[config.mk]
export PLATFORM = sky130hd
export DESIGN_NAME = hif_tx_pkt_arbiter
export DESIGN_NICKNAME = d
export VERILOG_FILES = /design/src/rtl/hif_tx_pkt_arbiter.sv
export SDC_FILE = /design/constraint.sdc
export NUM_CORES = 1
export LEC_CHECK = 0
export CAP_MARGIN = 5
export CORE_UTILIZATION = 30
export CTS_CLUSTER_SIZE = 10
export DETAILED_ROUTE_END_ITERATION = 8
export PLACE_DENSITY = 0.72
export SLEW_MARGIN = 0
export SYNTH_ARGS = -nofsm -noshare
export SYNTH_HDL_FRONTEND = slang
export SYNTH_SLANG_ARGS = --single-unit
[constraint.sdc]
create_clock -name i_hif_clk -period 2.4 [get_ports i_hif_clk]
set_input_delay 0.72 -clock i_hif_clk [delete_from_list [all_inputs] [get_ports i_hif_clk]]
set_output_delay 0.72 -clock i_hif_clk [all_outputs]
set_load 0.1 [all_outputs]
[src/rtl/hif_tx_pkt_arbiter.sv]
// hif_tx_pkt_arbiter: packet-level round-robin merge of host Tx AXI-Stream
// sources 0 and 1 onto a single MAC Tx stream in the i_hif_clk domain.
// Packets are never interleaved; the output stage is a single register slice.
// Optional per-source packet counters are built when HIF_TX_ARB_PKT_CNT_EN
// is defined.
module hif_tx_pkt_arbiter #(
    parameter int unsigned DATA_W = 64,
    parameter int unsigned KEEP_W = DATA_W / 8,
    parameter int unsigned USER_W = 1
`ifdef HIF_TX_ARB_PKT_CNT_EN
    ,
    parameter int unsigned CNT_W  = 32
`endif
) (
    input  logic              i_hif_clk,
    input  logic              i_hif_rst,
    input  logic [1:0]        i_port_en,

    input  logic              i_s0_axis_tvalid,
    input  logic              i_s0_axis_tlast,
    input  logic [DATA_W-1:0] i_s0_axis_tdata,
    input  logic [KEEP_W-1:0] i_s0_axis_tkeep,
    input  logic [USER_W-1:0] i_s0_axis_tuser,
    output logic              o_s0_axis_tready,

    input  logic              i_s1_axis_tvalid,
    input  logic              i_s1_axis_tlast,
    input  logic [DATA_W-1:0] i_s1_axis_tdata,
    input  logic [KEEP_W-1:0] i_s1_axis_tkeep,
    input  logic [USER_W-1:0] i_s1_axis_tuser,
    output logic              o_s1_axis_tready,

    output logic              o_m_axis_tvalid,
    output logic              o_m_axis_tlast,
    output logic [DATA_W-1:0] o_m_axis_tdata,
    output logic [KEEP_W-1:0] o_m_axis_tkeep,
    output logic [USER_W-1:0] o_m_axis_tuser,
    input  logic              i_m_axis_tready,

    output logic [1:0]        o_grant,
    output logic              o_busy
`ifdef HIF_TX_ARB_PKT_CNT_EN
    ,
    output logic [CNT_W-1:0]  o_pkt_cnt_0,
    output logic [CNT_W-1:0]  o_pkt_cnt_1
`endif
);

    typedef enum logic [1:0] {
        ST_IDLE   = 2'd0,
        ST_GRANT0 = 2'd1,
        ST_GRANT1 = 2'd2
    } state_t;

    state_t state;
    logic   last_port;  // source that finished the most recent packet
    logic   in_pkt;     // at least one beat of the current packet accepted

    logic req0;
    logic req1;
    logic out_free;
    logic acc0;
    logic acc1;

    // Eligibility, output-slice availability and per-source handshakes
    assign req0     = i_s0_axis_tvalid && i_port_en[0];
    assign req1     = i_s1_axis_tvalid && i_port_en[1];
    assign out_free = !o_m_axis_tvalid || i_m_axis_tready;

    assign o_s0_axis_tready = (state == ST_GRANT0) && out_free;
    assign o_s1_axis_tready = (state == ST_GRANT1) && out_free;

    assign acc0 = i_s0_axis_tvalid && o_s0_axis_tready;
    assign acc1 = i_s1_axis_tvalid && o_s1_axis_tready;

    assign o_grant = {state == ST_GRANT1, state == ST_GRANT0};
    assign o_busy  = (state != ST_IDLE) || o_m_axis_tvalid;

    // Arbitration FSM: grants change only in IDLE or on an accepted tlast.
    // A grant carried over a packet boundary is released if the source has
    // nothing to send, so an idle source cannot hold the MAC.
    always_ff @(posedge i_hif_clk) begin
        if (i_hif_rst) begin
            state     <= ST_IDLE;
            last_port <= 1'b1;
            in_pkt    <= 1'b0;
        end else begin
            case (state)
                ST_IDLE: begin
                    if (req0 && (last_port || !req1)) begin
                        state <= ST_GRANT0;
                    end else if (req1) begin
                        state <= ST_GRANT1;
                    end
                end
                ST_GRANT0: begin
                    if (acc0) begin
                        if (i_s0_axis_tlast) begin
                            last_port <= 1'b0;
                            in_pkt    <= 1'b0;
                            if (req1) begin
                                state <= ST_GRANT1;
                            end else if (req0) begin
                                state <= ST_GRANT0;
                            end else begin
                                state <= ST_IDLE;
                            end
                        end else begin
                            in_pkt <= 1'b1;
                        end
                    end else if (!in_pkt && !i_s0_axis_tvalid) begin
                        state <= ST_IDLE;
                    end
                end
                ST_GRANT1: begin
                    if (acc1) begin
                        if (i_s1_axis_tlast) begin
                            last_port <= 1'b1;
                            in_pkt    <= 1'b0;
                            if (req0) begin
                                state <= ST_GRANT0;
                            end else if (req1) begin
                                state <= ST_GRANT1;
                            end else begin
                                state <= ST_IDLE;
                            end
                        end else begin
                            in_pkt <= 1'b1;
                        end
                    end else if (!in_pkt && !i_s1_axis_tvalid) begin
                        state <= ST_IDLE;
                    end
                end
                default: begin
                    state <= ST_IDLE;
                end
            endcase
        end
    end

    // Output register slice: load on accept, drop valid once the MAC takes it
    always_ff @(posedge i_hif_clk) begin
        if (i_hif_rst) begin
            o_m_axis_tvalid <= 1'b0;
            o_m_axis_tlast  <= 1'b0;
            o_m_axis_tdata  <= '0;
            o_m_axis_tkeep  <= '0;
            o_m_axis_tuser  <= '0;
        end else if (acc0) begin
            o_m_axis_tvalid <= 1'b1;
            o_m_axis_tlast  <= i_s0_axis_tlast;
            o_m_axis_tdata  <= i_s0_axis_tdata;
            o_m_axis_tkeep  <= i_s0_axis_tkeep;
            o_m_axis_tuser  <= i_s0_axis_tuser;
        end else if (acc1) begin
            o_m_axis_tvalid <= 1'b1;
            o_m_axis_tlast  <= i_s1_axis_tlast;
            o_m_axis_tdata  <= i_s1_axis_tdata;
            o_m_axis_tkeep  <= i_s1_axis_tkeep;
            o_m_axis_tuser  <= i_s1_axis_tuser;
        end else if (i_m_axis_tready) begin
            o_m_axis_tvalid <= 1'b0;
        end
    end

`ifdef HIF_TX_ARB_PKT_CNT_EN
    // Per-source packet counters, wrapping, counted on accepted tlast beats
    always_ff @(posedge i_hif_clk) begin
        if (i_hif_rst) begin
            o_pkt_cnt_0 <= '0;
            o_pkt_cnt_1 <= '0;
        end else begin
            if (acc0 && i_s0_axis_tlast) begin
                o_pkt_cnt_0 <= o_pkt_cnt_0 + CNT_W'(1);
            end
            if (acc1 && i_s1_axis_tlast) begin
                o_pkt_cnt_1 <= o_pkt_cnt_1 + CNT_W'(1);
            end
        end
    end
`endif

endmodule

== Word level (Yosys, flattened, before mapping) ==
Index checks and enable logic that the tools add are counted.
Word-level totals
  register bits: 79
  input bits: 155
  output and inout bits: 80
  word-level logic and storage cells: 78
Operators by class
  eq/ne operators: 11
  muxes and demuxes: 34
  reductions and logical operators: 25
Operators by type and width (count)
  $mux 64: 2
  $mux 2: 11
  $mux 1: 16
  $mux 8: 2
  $reduce_and 5->1: 2
  $logic_and 1x1->1: 9
  $ne 3x3->1 const B: 3
  $ne 3x1->1 const B: 2
  $pmux 2 s3: 1
  $reduce_bool 2->1: 3
  $logic_not 1->1: 5
  $ne 2x1->1 const B: 2
  $ne 2x2->1 const B: 2
  $pmux 1 s2: 2
  $logic_or 1x1->1: 3
  $reduce_and 3->1: 1
  $reduce_bool 3->1: 1
  $eq 2x1->1 const B: 1
  $eq 2x2->1 const B: 1
  $logic_not 2->1: 1

== Depth between registers and ports, before layout ==
Gate-level depths: netlist of run 1.
  word-level depth: 6
  gate-level depth with buffers: 8
  mapped depth without buffers: 6

== Least setup slack after synthesis of run 1 ==
OpenSTA, ideal clock, no wires.
  path type: reg2out
  from: register state[0]
  to: output port o_s1_axis_tready
  arrival time: 2.795 ns
  required time: 1.680 ns
  setup slack: -1.115 ns
  stages on the path, launching flop included: 5
  path buffers: 0
  cells stage by stage: dfxtp_1 -> inv_1 -> ha_1 -> inv_1 -> nor2_1
On the way
  word-level cells in the longest chain between the ends: 2
Ends and longest elaborated chain
  from (decl): RTL line 55  | state_t state;
  from (signal assigned): RTL line 84  | state <= ST_IDLE;
  from (signal assigned): RTL line 91  | state <= ST_GRANT0;
  from (signal assigned): RTL line 93  | state <= ST_GRANT1;
  $eq 2x2->1
  net o_grant[1]: RTL line 40  | output logic [1:0] o_grant,
  $logic_and 1x1->1: RTL line 71  | assign o_s1_axis_tready = (state == ST_GRANT1) && out_free;
  to (decl): RTL line 31  | output logic o_s1_axis_tready,
The timed path passes the listed nets, and every way through them passes these cells.

== Final worst setup path of run 1 ==
  from: register state[1]
  to: output port o_s0_axis_tready
On the way
  word-level cells in the longest chain between the ends: 2
Ends and longest elaborated chain
  $eq 2x1->1: RTL line 70  | assign o_s0_axis_tready = (state == ST_GRANT0) && out_free;
  $logic_and 1x1->1: RTL line 70
  to (decl): RTL line 24  | output logic o_s0_axis_tready,
No other way between the ends.

==> flow_summary.toml, run 1 <==
[run_status]
outcome = "complete, no violations"

[hold_path]
hold_class = "register to register"

[clocking]
clock_latency_ns = 0.33
cts_setup_buffers = 0
cts_sinks = 79
cts.path.max_buffers = 2
htree_levels = 3
cts_buffers = 9
cts_tree = "done"
clk_pin_slew_worst_paths_ns = 0.06
root_buffer = "clkbuf_16"
ctsHoldBuffers = 0
cts_resized = 1

[global_routing]
grt.busiest_layer = "met2"
grt_util_met1_pct = 20.76
grtUsageMet3_pct = 4.764
grt_max_degree = 47
grt_pass1_vias = 3896
grt_pass1_wl_um = 18390
met2_usage_pct = 31.23
grt-ovfl-total = 0
track_usage_pct = 17.66
antenna_found_initial = 0

[synthesis]
async_flop_share_pct = 0
synth_area_per_cell_um2 = 9.648
synth_compound_area_share_pct = 18.04
synth.area.mux_share_pct = 19.75
synth-adder-area-share_pct = 1.317
syn_area_mm2 = 0.003801
synth_top_cell_area_share_pct = 41.61
synth-edff-count = 0
yosys.area.top_type = "dfxtp_1"
postSynthCellCount = 394
yosys_register_bits = 79
yosys-top-cells-area = "dfxtp_1, mux2i_1, a211oi_1"
synth_top_family_by_area = "multiplexers"
synth_fp_nets = 553
synth_ff_type = "dfxtp_1"
synthXorXnorAreaFrac_pct = 0
yosysUniqueCellTypes = 36
synth-simple-area-share_pct = 11.49
ys_warn_count = 0
ys_seq_area_share_pct = 41.61

[power_and_ir_drop]
p_seq_share_pct = 27.9
ir_drop_uv = 371.5
p_leak_nw = 2.472
netSwitchingFraction_pct = 44.60
powerDensity_mw_per_mm2 = 892.4
power_mw = 5.799
p_switching_mw = 2.586
combPwrFrac_pct = 49.0
clock_power_share_pct = 23.1
intPower_mw = 3.213

[drt]
vias = 3827
drtPass1Iterations = 4
ant_nets = 0
vias_per_cell = 4.802
wl_per_cell_um = 14.96
drc = 0
drt-total-wl_um = 11930
dr.first_iter.drc_count = 185

[timing]
period_share_pct = 94.06
hold_violations = 0
finalSetupViolations = 0
max_freq_mhz = 443.0
whs_ns = 0.5040
skew_ns = 0.009603
worstMarginPinSlew_ns = 0.6099
final_max_slew_viol_count = 0
period_minus_slack_ns = 2.257
rsz0062_at_grt = "false"
slew_headroom_pct = 59.34
setup-tns-final_ns = 0

[floorplanning]
die_x_um = 114.6
die_area_mm2 = 0.01313
core_area_mm2 = 0.01216
num_io_pins = 235
fp.dieH_um = 114.6
initial_core_util_pct = 31.26
rows = 40

[flow_run]
cap_violations = 0

[placement]
place_congestion = 0.7956
port_buffers = 234
dp_hpwl_um = 9106

[critical_path]
ff2ff_setup_slack_ns = 0.61
arrival_ns = 1.54
path_max_fanout = 6
required_ns = 1.68
worstSetupPathType = "register to output port"
crit_path_end_kind = "output port"
critPathLaunchType = "register"

[cells_and_area]
area_growth_syn_to_layout_pct = 70.97
drive_gt1_share_pct = 19.71
post-route-util_pct = 53.44
finalNetCount = 783
diodes = 0
[flip-flops by register name (all words and copies together), names as in the netlist]
signal and flops:
in_pkt 1, last_port 1, o_m_axis_tdata 64, o_m_axis_tkeep 8, o_m_axis_tlast 1, o_m_axis_tuser 1
o_m_axis_tvalid 1, state 2
[path summary, 6_finish.rpt]
check                                          to  startpoint  depth (start not counted)
worst max-delay path             o_s0_axis_tready    state[1]                          5
worst min-delay path                       in_pkt      in_pkt                          2
worst max register to register  o_m_axis_tdata[5]    state[0]                          8
worst min register to register             in_pkt      in_pkt                          2
[per-layer routing]
layer,wire (um),share of wire (%)
met1,4924,41
met2,5983,50
met3,842,7.1
met4,175,1.5
met5,0,0
[critical path: stages, from the launching register on]
cell and delay (ns):
dfxtp_1 0.34, inv_1 0.09, ha_2 0.29, inv_1 0.15
nor2_4 0.15, buf_12 0.18
[through the flow]
| step | instance area, um2 | instances | setup slack, ns |
|---|---|---|---|
| 2_1_floorplan | 3824 | 394 | -0.01939 |
| 3_3_place_gp | 6208 | 781 | -0.04891 |
| 3_5_place_dp | 6208 | 781 | -0.07210 |
| 4_1_cts | 6499 | 797 | 0.1306 |
| 5_1_grt | 6499 | 797 | 0.05951 |
| 6_report | 6499 | 797 | 0.1426 |
[placed cells by master (no fill, tap or decap), types with 2 or more instances in the layout]
master and instances:
inv_1 7, mux2i_1 75, nor2_1 77, a31oi_1 2, dfxtp_1 79, a21oi_1 7, clkdlybuf4s50_1 152, ha_1 2
clkbuf_1 2, clkbuf_16 9, clkinvlp_4 2, buf_4 90, nand2_1 3, nand2b_1 5, nor2_4 3, nand3b_1 3
a211oi_1 74, buf_12 11, ha_2 2
[power groups by stage]
stage	Sequential [mW]	Clock (mW)	Combinational (mW)
after global routing	1.64	1.45	2.96
after global placement	1.64	0	2.82
final	1.62	1.34	2.84
after CTS	1.62	1.38	2.85
after detailed placement	1.64	0	2.84
after floorplan	2.86	0	0.855
[layout make-up]
| type | instances | area (um2) |
|---|---|---|
| Inverter | 7 | 26.28 |
| Clock inverter | 5 | 58.81 |
| Timing Repair Buffer | 255 | 2431 |
| Clock buffer | 11 | 232.7 |
| Fill cell | 1116 | 5663 |
| Multi-Input combinational cell | 272 | 1958 |
| Sequential cell | 79 | 1582 |
| Tap cell | 168 | 210.2 |
[cells by family after synthesis]
| group | Yosys count |
|---|---|
| buffers and inverters | 43 |
| AOI/OAI and AO/OA | 93 |
| and+or+nand+nor | 100 |
| DFF | 79 |
| muxes | 75 |
| adders and majority gates | 4 |
[cells in the mapped netlist (2+ instances only)]
cell,n
a31oi_1,2
nand2b_1,6
nand2_1,3
buf_2,5
buf_12,7
nor2_1,79
ha_1,4
clkbuf_1,20
buf_4,2
a21oi_1,7
dfxtp_1,79
a211oi_1,74
nand3b_1,3
mux2i_1,75
inv_1,7
No activity file was read; power rests on OpenSTA's default activity.
==> run 2, diff against run 1 <==
--- a/config.mk
+++ b/config.mk
@@ -6,10 +6,10 @@
 export NUM_CORES = 1
 export LEC_CHECK = 0
 export CAP_MARGIN = 5
-export CORE_UTILIZATION = 30
+export CORE_UTILIZATION = 40
 export CTS_CLUSTER_SIZE = 10
 export DETAILED_ROUTE_END_ITERATION = 8
-export PLACE_DENSITY = 0.72
+export PLACE_DENSITY = 0.84
 export SLEW_MARGIN = 0
 export SYNTH_ARGS = -nofsm -noshare
 export SYNTH_HDL_FRONTEND = slang
==> run 2 against run 1 <==
Critical endpoint unchanged. Largest power group unchanged. Largest cell class unchanged. Cell count fell by 5.4%. Global-route usage rose by 5.5 points. Worst setup slack improved by 0.0013 ns. First-iteration DRC count fell by 37%. Flip-flop and latch count did not move. Critical path depth did not move. Design area fell by 2.3%. Clock skew rose by 0.0022 ns. Utilization rose by 15 points. Sequential power barely moved. Wire length fell by 2.5%.
==> flow_summary.toml, run 2 (synthesized netlist as in run 1, its figures left out) <==
[timing]
period_minus_slack_ns = 2.256
final_max_slew_viol_count = 0
whs_ns = 0.4995
period_share_pct = 94.00
skew_ns = 0.01178
worstMarginPinSlew_ns = 0.8418
max_freq_mhz = 443.3
rsz0062_at_grt = "false"
slew_headroom_pct = 43.88
setup-tns-final_ns = 0
finalSetupViolations = 0
hold_violations = 0

[cells_and_area]
diodes = 0
area_growth_syn_to_layout_pct = 67.08
regArea_mm2 = 0.001582
largest_reg_flops = 64
instances_no_fill = 754
finalNetCount = 781
final_common_cell = "clkdlybuf4s50_1"
final_cell_mix = "clkdlybuf4s50_1, buf_4, dfxtp_1"
multi_input_comb_area_mm2 = 0.001958
regMostFlops = "o_m_axis_tdata"
num-fill-cells = 716
reg_top3 = "o_m_axis_tdata x64, o_m_axis_tkeep x8, state x2"
drive_gt1_share_pct = 19.52

[power_and_ir_drop]
netSwitchingFraction_pct = 44.77
combPwrFrac_pct = 50.3
p_leak_nw = 2.435
ir_drop_uv = 461.9
powerDensity_mw_per_mm2 = 880.2
clock_power_share_pct = 20.9
intPower_mw = 3.087
p_seq_share_pct = 28.8
p_switching_mw = 2.503

[clocking]
cts_tree = "done"
clock_latency_ns = 0.33
clk_pin_slew_worst_paths_ns = 0.08
cts_sinks = 79
root_buffer = "clkbuf_8"
htree_levels = 3
cts_buffers = 9
cts.path.max_buffers = 2

[hold_path]
hold_class = "register to register"

[global_routing]
track_usage_pct = 23.20
grt_pass1_wl_um = 18460
antenna_found_initial = 0
grt_max_degree = 52
grt-ovfl-total = 0
grt_pass1_vias = 3814

[critical_path]
path_max_fanout = 6
crit_path_end_kind = "output port"
required_ns = 1.68
critPathLaunchType = "register"
arrival_ns = 1.54
worstSetupPathType = "register to output port"

[drt]
wl_per_cell_um = 15.41
vias_per_cell = 5.093
ant_nets = 0
drt-total-wl_um = 11620
drtPass1Iterations = 4
vias = 3840
dr.first_iter.drc_count = 117
drc = 0

[placement]
place_congestion = 0.8179
dp_hpwl_um = 8609
place_inst = 740
port_buffers = 234

[floorplanning]
rows = 35
num_io_pins = 235
core_area_mm2 = 0.009240
fp.dieH_um = 99.48
die_x_um = 99.48
initial_core_util_pct = 41.14
die_area_mm2 = 0.009896

[flow_run]
cap_violations = 0

[run_status]
outcome = "complete, no violations"
-- run 2: cell count changes in the layout (fill, tap and decap cells not counted), sizes merged --
| cell | delta |
|---|---|
| clkinv | -1 |
| clkinvlp | -2 |
| bufinv | +2 |
| buf | -2 |
| clkbuf | -1 |
-- run 2: power by group through the flow --
| stage | registers, mW | clock network [mW] | logic [mW] |
|---|---|---|---|
| after global routing | 1.63 | 1.26 | 2.92 |
| after floorplan | 2.86 | 0 | 0.855 |
| final | 1.61 | 1.17 | 2.81 |
| after detailed placement | 1.63 | 0 | 2.81 |
| after global placement | 1.63 | 0 | 2.78 |
| after CTS | 1.61 | 1.20 | 2.82 |
-- run 2: worst paths after layout --
path / start / endpoint / slack (ns) / depth (start not counted)
hold / removal: in_pkt / in_pkt / 0.50 / 2
setup reg to reg: state[0] / o_m_axis_tdata[56] / 0.56 / 7
setup / recovery: state[1] / o_s0_axis_tready / 0.14 / 5
hold reg to reg: in_pkt / in_pkt / 0.50 / 2
-- run 2: timing repair --
item / CTS / global route
endpoints found under the hold margin: 0 / 0
setup buffers: 0 / 0
endpoints found under the setup margin: 2 / 0
gates resized for setup: 1 / 0
hold buffers: 0 / 0
-- run 2: worst max-delay path, cell delays in order (launching register included) --
cell,delay [ns]
dfxtp_1,0.35
inv_1,0.09
ha_2,0.29
inv_1,0.15
nor2_4,0.15
buf_12,0.18
-- run 2: layout make-up --
| cell class | count | area share, % |
|---|---|---|
| clock buffer | 10 | 2.167 |
| timing repair buffer | 253 | 37.65 |
| multi-input combinational | 272 | 30.83 |
| sequential | 79 | 24.90 |
| tap | 129 | 2.541 |
| inverter | 7 | 0.4137 |
| clock inverter | 4 | 1.497 |
-- run 2: metal layers --
layer	global-route usage, %	wire (um)
met1	26.84	4657
met2	41.93	5958
met3	5.271	792
met4	8.032	212
met5	0	0
-- run 2: metrics by stage --
step / setup slack [ns] / utilization, % / power [mW] / cell area, um2
floorplan: -0.01939 / - / 3.717 / 3824
global placement: -0.03784 / 66.23 / 4.408 / 6120
detailed placement: -0.05827 / 66.23 / 4.448 / 6120
CTS: 0.1156 / 68.73 / 5.635 / 6351
global route: 0.05193 / 68.73 / 5.813 / 6351
finish: 0.1440 / 68.73 / 5.590 / 6351
==> run 3, diff against run 2 <==
--- a/config.mk
+++ b/config.mk
@@ -7,7 +7,7 @@
 export LEC_CHECK = 0
 export CAP_MARGIN = 5
 export CORE_UTILIZATION = 40
-export CTS_CLUSTER_SIZE = 10
+export CTS_CLUSTER_SIZE = 20
 export DETAILED_ROUTE_END_ITERATION = 8
 export PLACE_DENSITY = 0.84
 export SLEW_MARGIN = 0
==> results of run 3 <==
Same layout as run 2: the final DEF is identical, and so are final timing and power.
